File: src/rtl/game_step_ctrl.sv
// game_step_ctrl: sequences player commands into single committed updates of
// the game state, drives the move engine handshake and keeps the step counter
// and win / timeout status for the display.
module game_step_ctrl #(
  parameter int TIMEOUT  = 15,
  parameter int STEP_MAX = 999
) (
  input  logic       clk,
  input  logic       rst,
  input  logic       key_valid,
  input  logic [2:0] key_code,
  input  logic       move_done,
  input  logic       move_legal,
  input  logic       real_retract,
  input  logic       win,
  output logic [1:0] sel,
  output logic       game_state_en,
  output logic       move_start,
  output logic [1:0] move_dir,
  output logic       busy,
  output logic [9:0] step_count,
  output logic       won,
  output logic       move_err
);

  localparam int TW = $clog2(TIMEOUT + 1);

  typedef enum logic [3:0] {
    RST_LOAD,
    LOAD,
    IDLE,
    MOVE_WAIT,
    COMMIT,
    RETRACT,
    RR_CHECK,
    WIN_CHECK,
    WON
  } state_t;

  localparam logic [1:0] SEL_LOAD    = 2'd0;
  localparam logic [1:0] SEL_COMMIT  = 2'd1;
  localparam logic [1:0] SEL_RETRACT = 2'd2;
  localparam logic [1:0] SEL_HOLD    = 2'd3;

  state_t          state, state_n;
  logic [TW-1:0]   tcount, tcount_n;
  logic [1:0]      sel_n;
  logic            en_n;
  logic            start_n;
  logic [1:0]      dir_n;
  logic            busy_n;
  logic [9:0]      step_n;
  logic            won_n;
  logic            err_n;

  // State, timeout counter and all outputs are registered from the next-state logic.
  always_ff @(posedge clk or posedge rst) begin
    if (rst) begin
      state         <= RST_LOAD;
      tcount        <= '0;
      sel           <= SEL_HOLD;
      game_state_en <= 1'b0;
      move_start    <= 1'b0;
      move_dir      <= 2'd0;
      busy          <= 1'b1;
      step_count    <= 10'd0;
      won           <= 1'b0;
      move_err      <= 1'b0;
    end else begin
      state         <= state_n;
      tcount        <= tcount_n;
      sel           <= sel_n;
      game_state_en <= en_n;
      move_start    <= start_n;
      move_dir      <= dir_n;
      busy          <= busy_n;
      step_count    <= step_n;
      won           <= won_n;
      move_err      <= err_n;
    end
  end

  // Next state plus the output values belonging to the state being entered,
  // so the enable and select line up with the cycle spent in that state.
  always_comb begin
    state_n  = state;
    tcount_n = tcount;
    sel_n    = SEL_HOLD;
    en_n     = 1'b0;
    start_n  = 1'b0;
    dir_n    = move_dir;
    step_n   = step_count;
    won_n    = won;
    err_n    = move_err;

    case (state)
      RST_LOAD: state_n = LOAD;
      LOAD:     state_n = IDLE;
      IDLE: begin
        if (key_valid) begin
          case (key_code)
            3'd0, 3'd1, 3'd2, 3'd3: begin
              dir_n    = key_code[1:0];
              start_n  = 1'b1;
              tcount_n = '0;
              state_n  = MOVE_WAIT;
            end
            3'd4:    state_n = RETRACT;
            3'd5:    state_n = LOAD;
            default: state_n = IDLE;
          endcase
        end
      end
      MOVE_WAIT: begin
        if (move_done) begin
          state_n = move_legal ? COMMIT : IDLE;
        end else if (tcount == TW'(TIMEOUT - 1)) begin
          state_n = IDLE;
          err_n   = 1'b1;
        end else begin
          tcount_n = tcount + TW'(1);
        end
      end
      COMMIT: begin
        if (step_count < 10'(STEP_MAX)) begin
          step_n = step_count + 10'd1;
        end
        state_n = WIN_CHECK;
      end
      WIN_CHECK: begin
        if (win) begin
          state_n = WON;
          won_n   = 1'b1;
        end else begin
          state_n = IDLE;
        end
      end
      RETRACT: state_n = RR_CHECK;
      RR_CHECK: begin
        if (real_retract && (step_count != 10'd0)) begin
          step_n = step_count - 10'd1;
        end
        state_n = IDLE;
      end
      WON: begin
        if (key_valid && (key_code == 3'd5)) begin
          state_n = LOAD;
        end
      end
      default: state_n = RST_LOAD;
    endcase

    case (state_n)
      LOAD: begin
        sel_n  = SEL_LOAD;
        en_n   = 1'b1;
        step_n = 10'd0;
        won_n  = 1'b0;
        err_n  = 1'b0;
      end
      COMMIT: begin
        sel_n = SEL_COMMIT;
        en_n  = 1'b1;
      end
      RETRACT: begin
        sel_n = SEL_RETRACT;
        en_n  = 1'b1;
      end
      default: begin
        sel_n = SEL_HOLD;
        en_n  = 1'b0;
      end
    endcase

    busy_n = !((state_n == IDLE) || (state_n == WON));
  end

endmodule

File: config.mk
export PLATFORM = sky130hd
export DESIGN_NAME = game_step_ctrl
export DESIGN_NICKNAME = d
export VERILOG_FILES = /design/src/rtl/game_step_ctrl.sv
export SDC_FILE = /design/constraint.sdc
export NUM_CORES = 1
export LEC_CHECK = 0
export ABC_AREA = 1
export CAP_MARGIN = 0
export CORE_UTILIZATION = 49
export CTS_CLUSTER_DIAMETER = 50
export DETAILED_ROUTE_END_ITERATION = 7
export GPL_ROUTABILITY_DRIVEN = 0
export PLACE_DENSITY_LB_ADDON = 0.1
export SLEW_MARGIN = 30
export SYNTH_ARGS = -nofsm -noshare
export SYNTH_HDL_FRONTEND = slang
export SYNTH_SLANG_ARGS = --single-unit
File: constraint.sdc
create_clock -name clk -period 3.95 [get_ports clk]
set_input_delay 1.185 -clock clk [delete_from_list [all_inputs] [get_ports clk]]
set_output_delay 1.185 -clock clk [all_outputs]
set_load 0.02 [all_outputs]
==> reports/metrics.yaml, run 1 <==
run_status:
  status: "completed"
setup_path:
  criticalPathCategory: "reg -> out"
  path_max_fanout: 8
  cp_slowest_stage_delay_ns: 0.67
  start_kind: "flop"
  cp_top_family: "buffers and inverters"
  path_cells: "clkdlybuf4s50_1"
  slowest_stage: "clkdlybuf4s50_1"
  rrSetupSlack_ns: 1.44
  cp-end-kind: "output port"
  reg2reg_depth: 10
  worst-path-buf-inv: 1
  critPathRequiredTime_ns: 2.76
  r2r-start: "state[2]$_DFF_PP0_"
  crit_arrival_ns: 1.52
  r2r_end: "step_count[3]$_DFFE_PP0P_"
clock_network:
  cts.sink_count: 27
  path_clk_slew_ns: 0.13
  hold_buffers: 0
  cts_buffers: 3
  ctsLongestPathBuffers: 2
  cts_resized: 0
  root_buffer: "clkbuf_4"
  ctsHtreeMaxLevel: 1
  cts_tree: "yes"
  insertion_delay_ns: 0.31
  cts_setup_buffers: 0
place:
  io_buffers: 28
  dp_slack_ns: 1.223
  hpwl_mm: 2.889
detailed_routing:
  wl_mm: 3.595
  dr.pass1.iters: 5
  wl_per_cell_microns: 11.16
  initialDrtViolationCount: 63
  vias_per_cell: 5.109
  remaining_drc_errors: 0
  drtAntennaViolNets: 0
  route.vias.total: 1645
sta:
  worst_pin_slew_ns: 0.5446
  fin_worst_skew_ns: 0.004670
  setup_violations: 0
  fin_tns_setup_ns: 0
  rsz0062_at_grt: "false"
  fin_crit_ns: 2.705
  slew_viol_final: 0
  hold_viol_final: 0
  setup_ws_ns: 1.245
  relSlewSlack_pct: 63.64
  post-route-period-util_pct: 68.49
  fmax_ghz: 0.3696
power:
  ir_worst_vdd_mv: 0.1987
  p_leak_nw: 1.142
  power_density_mw_per_mm2: 607.5
global_route:
  antenna_found_initial: 0
  grt_pass1_wl_mm: 6.458
  grt_max_degree: 28
  overflow: 0
  grt_pass1_vias: 1513
  track_usage_pct: 20.48
worst_hold_path:
  holdPathStages: 2
  hold_end: "move_dir[0]$_DFFE_PP0P_"
  hp-start: "move_dir[0]$_DFFE_PP0P_"
  hp-class: "reg -> reg"
final_layout:
  num_antenna_cells: 0
  area_growth_pct: 19.94
  drive_above_1_share_pct: 9.783
  final_cell_mix: "nand2_1 (72), nand3_1 (32), clkdlybuf4s50_1 (28)"
  nets: 298
  final_common_cell: "nand2_1"
floorplanning:
  design.core.area_sq_mm: 0.003416
  start_util_pct: 52.71
  rows: 21
  io_pins: 29
  die_x_microns: 62.62
  fp.dieArea_sq_mm: 0.003921
  die_h_microns: 62.62
yosys:
  synthArstFlopShare_pct: 100.0
  yosys-top-cells-area: "dfrtp_1 (33%), nand2_1 (15%), nand3_1 (8.9%), ha_1 (6.9%), inv_1 (5.2%)"
  synth_area_per_cell_sq_um: 7.349
  synth_cells: 245
  synth-edff-count: 0
  ys_types: 27
  syn_area_sq_mm: 0.001800
  ys_seq_area_share_pct: 37.73
  yosysWarnings: 0
  ys_ff_latch: 27
  synth_top_area_cell: "dfrtp_1"
  synth_top_area_share_pct: 33.36
  synth_ff_type: "dfrtp_1"
  syn-num-nets: 266
job:
  maxCapViolations: 0
[registers in the layout (all words and copies together) (netlist names)]
register / count
sel: 2
game_state_en: 1
state: 4
won: 1
tcount: 4
step_count: 10
move_dir: 2
move_start: 1
busy: 1
move_err: 1
[worst max-delay path by stage]
stage | startpoint | endpoint | slack, ns | cells after the start
after CTS | step_count[0]$_DFFE_PP0P_ | step_count[0] | 1.22 | 1
after floorplan | state[3]$_DFF_PP0_ | step_count[3]$_DFFE_PP0P_ | 1.84 | 9
after global routing | step_count[0]$_DFFE_PP0P_ | step_count[0] | 1.15 | 1
after global placement | key_valid | step_count[2]$_DFFE_PP0P_ | 1.23 | 8
final | step_count[0]$_DFFE_PP0P_ | step_count[0] | 1.24 | 1
after detailed placement | key_valid | step_count[2]$_DFFE_PP0P_ | 1.22 | 8
[Yosys cell counts (2+ instances only)]
| cell | n |
|---|---|
| o21ai_0 | 10 |
| dfrtp_1 | 24 |
| or2_2 | 2 |
| nor2_4 | 3 |
| nor2_2 | 5 |
| nor2_1 | 24 |
| nand3_2 | 2 |
| ha_1 | 10 |
| inv_1 | 25 |
| inv_2 | 3 |
| xor2_1 | 4 |
| nand2_4 | 2 |
| nand2_1 | 72 |
| nand3_1 | 32 |
| nand4_1 | 5 |
| nor3_1 | 2 |
| dfstp_2 | 3 |
| a21oi_1 | 8 |
[metal layers]
layer / global-route usage (%) / wire length (microns) / share of wire [%]
met5: 0 / 0 / 0
met4: 7.849 / 79 / 2.2
met3: 1.825 / 115 / 3.2
met2: 36.68 / 1746 / 49
met1: 25.29 / 1653 / 46
[logic make-up (layout without fill, tap and decap cells)]
group	after synthesis	in the layout	synth area share, %
simple gates	152	152	39.61
fa+ha+maj	11	11	8.061
flops	27	27	37.74
compound gates	21	21	6.324
xor+xnor	4	4	1.946
buf+inv	30	61	6.323
[area by class of cell]
cell class                 count  area (sq um)
tap                           46         57.56
sequential                    27         679.4
timing repair buffer          28         280.3
clock buffer                   4         26.28
fill                         334          1256
multi-input combinational    188          1007
inverter                      29         108.9
[worst min-delay path: stages, from the launching register on]
cell,delay (ns)
dfrtp_1,0.37
nand2_1,0.05
nand2_1,0.05
[metrics by stage]
step | total power [W] | cell area (sq um) | hold WS [ns] | util, % | std cells
2_1_floorplan | 0.0009775 | 1800 | 0.5054 | - | 245
3_3_place_gp | 0.001203 | 2133 | 0.4626 | 62.45 | 318
3_5_place_dp | 0.001209 | 2133 | 0.4643 | 62.45 | 318
4_1_cts | 0.001323 | 2160 | 0.4982 | 63.22 | 322
5_1_grt | 0.001439 | 2160 | 0.5103 | 63.22 | 322
6_report | 0.001312 | 2160 | 0.4905 | 63.22 | 322
[report_power, final]
group | internal (W) | switching [W]
logic | 0.000284 | 0.000456
registers | 0.000373 | 0.0000832
clock network | 0.0000394 | 0.0000760
Note: power is estimated with default switching activity, not from simulation.
==> run 2: changes to the inputs <==
Settings changed: CORE_UTILIZATION 49 to 48.
Clock period 3.95 ns to 2.3 ns, I/O delays scaled along.
==> run 2 against run 1 <==
Compared with the run above: non-clock buffer count up 9; critical path depth unchanged; largest cell class unchanged; highest routed layer unchanged; sequential power up 69%; die area up 2.0%; combinational power up 86%; register-to-register slack worse by 1.2 ns; hold slack better by 0.0038 ns; sequential cell count unchanged.
==> reports/metrics.yaml, run 2 (synthesis gave the netlist of run 1 again) <==
sta:
  setup_ws_ns: 0.1871
  rsz0062_at_grt: "false"
  fin_crit_ns: 2.113
  setup_violations: 0
  hold_viol_final: 0
  fmax_ghz: 0.4733
  slew_viol_final: 0
  fin_worst_skew_ns: 0.003648
  relSlewSlack_pct: 77.13
  fin_tns_setup_ns: 0
  holdWs_ns: 0.4943
  post-route-period-util_pct: 91.86
  worst_pin_slew_ns: 0.3431
floorplanning:
  fp.dieArea_sq_mm: 0.004000
  die_h_microns: 63.25
  die_x_microns: 63.25
  rows: 21
  design.core.area_sq_mm: 0.003468
  io_pins: 29
  start_util_pct: 51.91
job:
  maxCapViolations: 0
power:
  pwr-share-comb_pct: 57.1
  ir_worst_vdd_mv: 0.6075
  clockPowerShare_pct: 11.0
  p_leak_nw: 1.189
  power.switching_w: 0.001101
  p_int_w: 0.001311
  switching_share_pct: 45.65
  p_seq_share_pct: 32.0
  power_density_mw_per_mm2: 1068
final_layout:
  area_growth_pct: 25.43
  nets: 307
  fill_cells: 328
  final_cell_mix: "nand2_1 (72), nand3_1 (32), clkdlybuf4s50_1 (28)"
  largest-register: "step_count"
  final_cell_area_sq_mm: 0.002258
  num_antenna_cells: 0
  largest_reg_flops: 10
  layoutNonFillerInstCount: 331
  drive_above_1_share_pct: 14.04
  final_common_cell: "nand2_1"
  reg_top3: "step_count x10, state x4, tcount x4"
global_route:
  antenna_found_initial: 0
  grt_pass1_vias: 1495
  grt_max_degree: 28
  grt_pass1_wl_mm: 6.575
  track_usage_pct: 20.65
  overflow: 0
setup_path:
  start_kind: "flop"
  crit_arrival_ns: 1.42
  r2r_end: "step_count[9]$_DFFE_PP0P_"
  cp_slowest_stage_delay_ns: 0.65
  critPathRequiredTime_ns: 1.61
  path_max_fanout: 8
  r2r-start: "state[0]$_DFF_PP0_"
  cp_top_family: "buffers and inverters"
  critPathLaunch: "step_count[0]$_DFFE_PP0P_"
  criticalPathCategory: "reg -> out"
  cp-end-kind: "output port"
  slowest_stage: "clkdlybuf4s50_1"
  rrSetupSlack_ns: 0.20
  worst-path-buf-inv: 1
  path_cells: "clkdlybuf4s50_1"
  reg2reg_depth: 14
detailed_routing:
  wl_per_cell_microns: 11.67
  route.vias.total: 1641
  remaining_drc_errors: 0
  wl_mm: 3.864
  initialDrtViolationCount: 95
  dr.pass1.iters: 4
  vias_per_cell: 4.958
  drtAntennaViolNets: 0
clock_network:
  ctsHtreeMaxLevel: 1
  cts_tree: "yes"
  cts_buffers: 3
  path_clk_slew_ns: 0.09
  root_buffer: "clkbuf_8"
  cts.sink_count: 27
  ctsLongestPathBuffers: 2
  insertion_delay_ns: 0.27
place:
  dp_cells: 326
  place_area_sq_mm: 0.002193
  io_buffers: 28
  dp_slack_ns: 0.09008
  hpwl_mm: 3.060
worst_hold_path:
  hold_end: "move_dir[0]$_DFFE_PP0P_"
  hp-start: "move_dir[0]$_DFFE_PP0P_"
  hp-class: "reg -> reg"
  holdPathStages: 2
run_status:
  status: "completed"
## run 2: timing repair
action | in CTS | in global routing
setup endpoints to repair | 0 | 5
gates resized for setup | 0 | 6
setup buffers | 0 | 1
hold buffers | 0 | 0
endpoints found under the hold margin | 0 | 0
## run 2: how the worst max path moves through the flow
stage | endpoint | depth (start not counted) | slack [ns]
floorplan | step_count[3]$_DFFE_PP0P_ | 9 | 0.19
global placement | step_count[8]$_DFFE_PP0P_ | 8 | 0.11
detailed placement | step_count[3]$_DFFE_PP0P_ | 8 | 0.09
CTS | step_count[3]$_DFFE_PP0P_ | 11 | 0.12
global route | step_count[9]$_DFFE_PP0P_ | 14 | 0.04
finish | step_count[0] | 1 | 0.19
## run 2: power groups by stage
stage,registers (W),logic [W],clock network (W)
after floorplan,0.000888,0.000790,0
after global placement,0.000778,0.00134,0
after detailed placement,0.000783,0.00135,0
after CTS,0.000774,0.00136,0.000273
after global routing,0.000796,0.00152,0.000291
final,0.000771,0.00138,0.000265
## run 2: through the flow
step / utilization, % / power [W]
after floorplan: - / 0.001679
after global placement: 63.24 / 0.002117
after detailed placement: 63.24 / 0.002134
after CTS: 64.54 / 0.002404
after global routing: 65.12 / 0.002611
final: 65.12 / 0.002411
## run 2: metal layers
metal | routed length [microns] | global-route usage [%]
met1 | 2057 | 30.42
met2 | 1668 | 32.53
met3 | 115 | 2.899
met4 | 22 | 3.409
met5 | 0 | 0
## run 2: cell type report
class	count	area, sq um	area share (%)
clock buffer	4	45.04	1.994
inverter	29	108.9	4.820
multi-input combinational	188	1020	45.15
sequential	27	679.4	30.08
tap	46	57.56	2.548
timing repair buffer	37	347.8	15.40
==> run 3: changes to the inputs <==
Settings changed: CORE_MARGIN set to 5, CORE_UTILIZATION 48 to 49.
Clock period 2.3 ns to 1.97 ns, I/O delays scaled along.
==> run 3 against run 2 <==
Compared with the run above: cell count rose by 8.2%; combinational power rose by 46%; first-iteration DRC count fell by 11%; clock skew rose by 0.0038 ns; via count rose by 9.7%; highest routed layer unchanged.
==> reports/metrics.yaml, run 3 (synthesis gave the netlist of run 1 again) <==
sta:
  relSlewSlack_pct: 77.13
  slew_viol_final: 0
  hold_viol_final: 0
  fmax_ghz: 0.5188
  worst_pin_slew_ns: 0.3430
  fin_tns_setup_ns: 0
  post-route-period-util_pct: 97.84
  fin_crit_ns: 1.928
  setup_ws_ns: 0.04249
  setup_violations: 0
  fin_worst_skew_ns: 0.007425
detailed_routing:
  drtAntennaViolNets: 0
  wl_per_cell_microns: 13.06
  wl_mm: 4.675
  dr.pass1.iters: 4
  initialDrtViolationCount: 85
  remaining_drc_errors: 0
  route.vias.total: 1800
  vias_per_cell: 5.028
final_layout:
  final_cell_mix: "nand2_1 (69), buf_4 (31), nand3_1 (27)"
  area_growth_pct: 45.45
  drive_above_1_share_pct: 27.74
  fill_cells: 305
  reg_top3: "step_count x10, state x4, tcount x4"
  multi_input_area_sq_mm: 0.001159
  num_antenna_cells: 0
  regArea_sq_um: 679.4
  largest_reg_flops: 10
  largest-register: "step_count"
  nets: 332
  final_common_cell: "nand2_1"
floorplanning:
  fp.dieArea_sq_mm: 0.004986
  start_util_pct: 49.93
  rows: 22
  io_pins: 29
  design.core.area_sq_mm: 0.003606
  die_h_microns: 70.62
  die_x_microns: 70.62
clock_network:
  cts.sink_count: 27
  insertion_delay_ns: 0.27
  root_buffer: "clkbuf_8"
  cts_tree: "yes"
  hold_buffers: 0
  ctsLongestPathBuffers: 2
  cts_buffers: 3
  ctsHtreeMaxLevel: 1
  path_clk_slew_ns: 0.09
setup_path:
  cp_slowest_stage_delay_ns: 0.41
  path_cells: "inv_2 > nand2_2 > inv_2 > nand2_4 > inv_8 > buf_6 > ha_4 > buf_4 > nand2_1 > nor2_1 > nor2_1 > nand3_1 > nand3_2 > nand2_1"
  slowest_stage: "dfrtp_1"
  rrSetupSlack_ns: 0.04
  cp-end-kind: "flop"
  criticalPathCategory: "reg -> reg"
  critPathRequiredTime_ns: 2.14
  crit_arrival_ns: 2.10
  path_max_fanout: 7
  start_kind: "flop"
global_route:
  antenna_found_initial: 0
  overflow: 0
  track_usage_pct: 18.28
  grt_pass1_vias: 1712
  grt_pass1_wl_mm: 7.465
  grt_max_degree: 28
place:
  hpwl_mm: 3.454
  io_buffers: 28
  dp_slack_ns: -0.1465
power:
  ir_worst_vdd_mv: 0.5473
  p_leak_nw: 1.453
  power_density_mw_per_mm2: 1231
run_status:
  status: "completed"
worst_hold_path:
  hp-class: "reg -> reg"
job:
  maxCapViolations: 0
## run 3: what timing repair did
| item | in CTS | in global routing |
|---|---|---|
| setup endpoints to repair | 11 | 10 |
| pin swaps | 1 | 11 |
| setup buffers | 1 | 2 |
| gates cloned | 0 | 0 |
| resized for setup | 11 | 39 |
## run 3: through the flow
stage / util (%) / power [W] / hold slack [ns] / instances / area, sq um
2_1_floorplan: - / 0.001965 / 0.5054 / 245 / 1804
3_3_place_gp: 65.79 / 0.002725 / 0.4639 / 351 / 2372
3_5_place_dp: 65.79 / 0.002753 / 0.4737 / 351 / 2372
4_1_cts: 67.80 / 0.003073 / 0.4962 / 356 / 2445
5_1_grt: 72.62 / 0.003483 / 0.5503 / 358 / 2619
6_report: 72.62 / 0.003225 / 0.4888 / 358 / 2619
## run 3: final cells by class
type | count | area share (%)
Clock buffer | 3 | 1.577
Tap cell | 48 | 2.293
Sequential cell | 27 | 25.94
Timing Repair Buffer | 62 | 21.31
Multi-Input combinational cell | 188 | 44.24
Inverter | 29 | 4.443
Clock inverter | 1 | 0.1911
## run 3: where the power goes
group	internal, W	total [W]	switching, W
registers	0.000750	0.000903	0.000153
logic	0.000898	0.00201	0.00111
clock network	0.000142	0.000311	0.000170
total	0.00179	0.00322	0.00143
## run 3: worst paths after layout
check                                              from                         to  cells after the start
min in group asynchronous                           rst  step_count[5]$_DFFE_PP0P_                      3
worst max register to register       state[0]$_DFF_PP0_  step_count[8]$_DFFE_PP0P_                     14
max in group asynchronous                           rst           sel[0]$_DFF_PP1_                      3
worst max-delay path                 state[0]$_DFF_PP0_  step_count[8]$_DFFE_PP0P_                     14
worst min register to register  move_dir[0]$_DFFE_PP0P_    move_dir[0]$_DFFE_PP0P_                      2
worst min-delay path            move_dir[0]$_DFFE_PP0P_    move_dir[0]$_DFFE_PP0P_                      2
## run 3: per-layer routing
layer / vias up / track usage (%) / wire length, microns
li1: 932 / - / -
met1: 816 / 21.36 / 1938
met2: 44 / 34.51 / 2510
met3: 8 / 1.989 / 144
met4: 0 / 6.263 / 80
met5: - / 0 / 0
## run 3: critical path, delay by kind of cell (launching register included)
family	cells	cell delay, ns
adder cells (fa/ha/maj)	1	0.21
buffers and inverters	5	0.53
AND/OR/NAND/NOR	8	0.67
flip-flops	1	0.41
